## src/rtl/elastic_pipe_register.sv

```systemverilog
// Elastic delay line: DEPTH valid/data stages with a valid/ready handshake at both ends,
// local stalling under backpressure, synchronous flush and a registered occupancy count.
module elastic_pipe_register #(
  parameter int WIDTH = 16,
  parameter int DEPTH = 2,
  localparam int CW = $clog2(DEPTH + 1)
) (
  input  logic             clk,
  input  logic             rst_n,
  input  logic             clear,
  input  logic             in_valid,
  output logic             in_ready,
  input  logic [WIDTH-1:0] in_data,
  output logic             out_valid,
  input  logic             out_ready,
  output logic [WIDTH-1:0] out_data,
  output logic [CW-1:0]    count
);

  logic [DEPTH-1:0] v;
  logic [WIDTH-1:0] d [DEPTH];
  logic [DEPTH:0]   r;
  logic [DEPTH-1:0] ld;
  logic [DEPTH-1:0] drop;
  logic             flush;
  logic             push;
  logic             pop;

  // rst_n is active-high here; reset and clear share the same flush path
  assign flush = rst_n | clear;

  // r[i] = out_ready OR any stage at or beyond i is empty; flattened to avoid a
  // combinational self-reference on the r vector
  always_comb begin
    r = '0;
    r[DEPTH] = out_ready;
    for (int i = 0; i < DEPTH; i++) begin
      r[i] = out_ready;
      for (int j = i; j < DEPTH; j++) begin
        if (!v[j]) r[i] = 1'b1;
      end
    end
  end

  always_comb begin
    ld = '0;
    drop = '0;
    ld[0] = in_valid && r[0];
    for (int i = 1; i < DEPTH; i++) ld[i] = v[i-1] && r[i];
    for (int i = 0; i < DEPTH; i++) drop[i] = r[i+1];
  end

  assign in_ready  = r[0] && !flush;
  assign out_valid = v[DEPTH-1] && !flush;
  assign out_data  = d[DEPTH-1];
  assign push      = in_valid && in_ready;
  assign pop       = out_valid && out_ready;

  always_ff @(posedge clk) begin
    if (flush) begin
      v <= '0;
      for (int i = 0; i < DEPTH; i++) d[i] <= '0;
      count <= '0;
    end else begin
      for (int i = 0; i < DEPTH; i++) begin
        if (ld[i]) v[i] <= 1'b1;
        else if (drop[i]) v[i] <= 1'b0;
      end
      if (ld[0]) d[0] <= in_data;
      for (int i = 1; i < DEPTH; i++) begin
        if (ld[i]) d[i] <= d[i-1];
      end
      if (push && !pop) count <= count + CW'(1);
      else if (pop && !push) count <= count - CW'(1);
    end
  end

endmodule

```

## config.mk

```make
export PLATFORM = sky130hd
export DESIGN_NAME = elastic_pipe_register
export DESIGN_NICKNAME = d
export VERILOG_FILES = /design/src/rtl/elastic_pipe_register.sv
export SDC_FILE = /design/constraint.sdc
export NUM_CORES = 1
export LEC_CHECK = 0
export CAP_MARGIN = 10
export CORE_MARGIN = 5
export CORE_UTILIZATION = 35
export CTS_CLUSTER_DIAMETER = 60
export DETAILED_ROUTE_END_ITERATION = 10
export PLACE_DENSITY = 0.63
export SKIP_LAST_GASP = 1
export SLEW_MARGIN = 20
export SYNTH_ARGS = -nofsm -noshare
export SYNTH_HDL_FRONTEND = slang
export SYNTH_SLANG_ARGS = --single-unit
```

## constraint.sdc

```tcl
create_clock -name clk -period 1.7 [get_ports clk]
set_input_delay 0.255 -clock clk [delete_from_list [all_inputs] [get_ports clk]]
set_output_delay 0.255 -clock clk [all_outputs]
set_load 0.05 [all_outputs]
```

==> summary.txt <==
Outcome
  • Outcome: completed

Global route
  • Total track usage: 9.00%
  • Pin count of the biggest net entering global routing: 33
  • Global-route wire length before repair: 4.21 mm
  • Vias in the first global route: roughly 980
  • Gr ovfl total: 0
  • Antenna violations before repair: 0

Routing
  • Highest routed metal layer: met4
  • Met1 WL: 829 um
  • Antenna viol nets, final: 0
  • DRC Markers: 0
  • Vias: 868
  • Met3 wire length: about 150 um
  • Via density: 4.34
  • Met2 Wirelength: 1.53 mm
  • Final wirelength: about 2.6 mm
  • TritonRoute pass-1 iters: 2
  • Initial DRC count: 40
  • WL/cell: 12.9 um

Clock network
  • H-tree lvl count: 2
  • CTS tree: done
  • Hold buffer count at CTS: 0
  • Clock root cell: clkbuf_8
  • TritonCTS Buffers: 5
  • Skew-Pair Late Insertion Delay: approximately 280 ps
  • TritonCTS Sinks: 36
  • Clk slew on worst S/H paths: 70 ps
  • CTS Buffer Depth: 2

Finish
  • Finished Layout Cells: 200
  • Layout cells sized above 1: 48.6%
  • Layout area overhead: 31.5%
  • Core Util, Final: about 48%
  • Nets@finish: 169
  • Antenna diode count: 0

Setup path
  • Worst Reg-to-Reg Cells: 6
  • Critical-path top delay cell: dfxtp_2
  • Cell Chain, Critical Path: nand3b_2, and3_2, ha_4, xor2_1, or3_1, a21boi_1
  • Crit path from: v[0]$_SDFFE_PP0P_
  • Family with the most delay on the worst path: simple AND/OR/NAND/NOR gates
  • Max stage delay on crit path: 380 ps
  • RR Endpoint: count[1]$_SDFFE_PP0P_
  • FF-to-FF setup slack: 120 ps
  • Startpoint Class: flop
  • Setup crit end kind: flop
  • Crit path depth: 6
  • Buf+Inv Stages, Crit Path: 0
  • CP Max Fanout: 5
  • Setup CP Type: flop to flop
  • Worst Path Arrival: 1780 ps
  • Worst endpoint required time: 1910 ps
  • R2R Path Start: v[0]$_SDFFE_PP0P_

STA
  • Fin crit period: 1580 ps
  • Slew @ Worst Pin: 322 ps
  • Slew Limit Fails: 0
  • Fmax: 0.635 GHz
  • Final setup fails: 0
  • Clock Skew: 3.29 ps
  • Final period util: between 90% and 100%
  • RSZ-0062 raised after global routing: false
  • Rel. slew slack: 78.5%
  • Fin. Hold Viols: 0

Place
  • Detailed placer's ending HPWL: between 1.5 and 2 mm
  • IO buf count: 40
  • GPL Wtd Cong: 0.676
  • Cell count after placement: 192

Yosys
  • Synth unique cells: 22
  • Synth Cell Area: 0.00162 sq mm
  • Synth async-reset ratio: 0%
  • Post-synth top area share: around three fifths
  • Synth top area cells: edfxtp_1 59%, and2_4 13%, buf_4 7.4%
  • Yosys warns: 0
  • Post-Syn Instances: 111
  • Leading area contributor after synthesis: edfxtp_1
  • Top_reg_cell synth: edfxtp_1
  • Syn Nets: 133
  • #FFs+latches synth: 36
  • Number of flops mapped to enable cells by yosys: 32
  • Mean post-synth cell area: around 15 sq um
  • Sequential area share after synthesis: 64.1%

Floorplan
  • Die Area: just over 0.006 sq mm
  • Die Ht: approximately 80 um
  • Rows: 24
  • Initial cell density of the core: 36.8%
  • Die width: 78.1 um
  • Core Area: between 0.004 and 0.005 sq mm
  • I/O Pins: 41

Power
  • Worst vdd ir: just under 400 uV
  • Leak Pwr: between 0.9 and 1 nW
  • Pwr Density: 942 mW/mm^2

Min path
  • HP Class: input port to flop
  • Hold Crit Endpoint: v[1]$_SDFFE_PP0P_
  • Hold depth: 3
  • Hold Crit Start: rst_n

Flow run
  • Max-Cap Viols: 0
[synth_stat cells (all sizes together) (2+ instances only)]
cell type and number:
dfxtp 4, and3 2, buf 19, o21ai 2, nand2 4, inv 2, xor2 2, nor3 4
and2 32, edfxtp 32
[how the worst max path moves through the flow]
stage,to,slack [ps]
finish,count[1]$_SDFFE_PP0P_,120
global route,count[1]$_SDFFE_PP0P_,70
CTS,count[1]$_SDFFE_PP0P_,4
detailed placement,count[1]$_SDFFE_PP0P_,-370
global placement,count[1]$_SDFFE_PP0P_,-240
floorplan,count[1]$_SDFFE_PP0P_,-110
[kinds of logic (layout without fill, tap and decap cells)]
kind of cell,after synthesis,in the layout,synth area share (%)
xor+xnor,2,2,1.08
buf+inv,21,58,9.95
flops,36,36,64.1
fa+ha+maj,1,1,0.771
simple gates,45,45,21.1
compound gates,6,6,2.93
[state kept, by name, indices dropped and copies added, names as in the netlist]
signal and cells:
d 32, count 2, v 2
[metrics by stage]
stage / setup TNS [ps] / worst slack [ps] / power (mW) / cell area, sq um / hold slack (ps)
after detailed placement: -4250 / -368 / 1.32 / 2020 / 505
after floorplan: -112 / -112 / 1.22 / 1650 / 324
after global routing: 0 / 65.2 / 2.08 / 2130 / 434
after CTS: 0 / 3.96 / 2.04 / 2130 / 516
after global placement: -1990 / -235 / 1.31 / 2020 / 480
final: 0 / 125 / 2.01 / 2130 / 453
[cell type report]
class                   instances  area (sq um)
inverters                       2          7.51
clock buffers                   6          72.6
clock inverters                 2          35.0
well taps                      52          65.1
flip-flops and latches         36          1040
multi-input cells              54           449
repair buffers                 48           460
fillers                       379          2280
[placed cells by master (no fill, tap or decap), types with 2 or more instances in the layout]
cell type / synthesis / final
dfxtp_2: 0 / 2
dlygate4sd2_1: 0 / 2
nand2_1: 4 / 4
and2_4: 25 / 25
clkdlybuf4s50_1: 0 / 17
xor2_1: 2 / 2
buf_4: 16 / 24
and2_2: 2 / 2
dfxtp_1: 4 / 2
nor3_1: 4 / 2
o21ai_0: 2 / 2
edfxtp_1: 32 / 32
buf_12: 0 / 4
and2_1: 5 / 5
clkbuf_8: 0 / 5
[report_power, final]
| part | switching, mW | internal, mW | total, mW |
|---|---|---|---|
| Combinational | 0.151 | 0.117 | 0.268 |
| Sequential | 0.0141 | 1.01 | 1.02 |
| Clock | 0.282 | 0.435 | 0.717 |
| Total | 0.447 | 1.56 | 2.01 |
[what timing repair did]
item | 4_1_cts | 5_1_grt
setup endpoints to repair | 2 | 1
resized for setup | 2 | 2
setup buffers | 0 | 0
gates cloned | 0 | 0
[worst register-to-register path: cells and delay by family (launching register included)]
| kind | cells | cell delay (ps) |
|---|---|---|
| DFF | 1 | 380 |
| adders and majority gates | 1 | 160 |
| AOI/OAI and AO/OA | 1 | 160 |
| xor gates and xnor gates | 1 | 140 |
| and+or+nand+nor | 3 | 670 |
[per-layer routing]
metal,vias up,GRT usage [%]
met5,-,0
met4,0,6.08
met3,6,3.55
met2,21,17.2
met1,408,7.27
li1,433,-
Power figures use the tool's default switching activity.
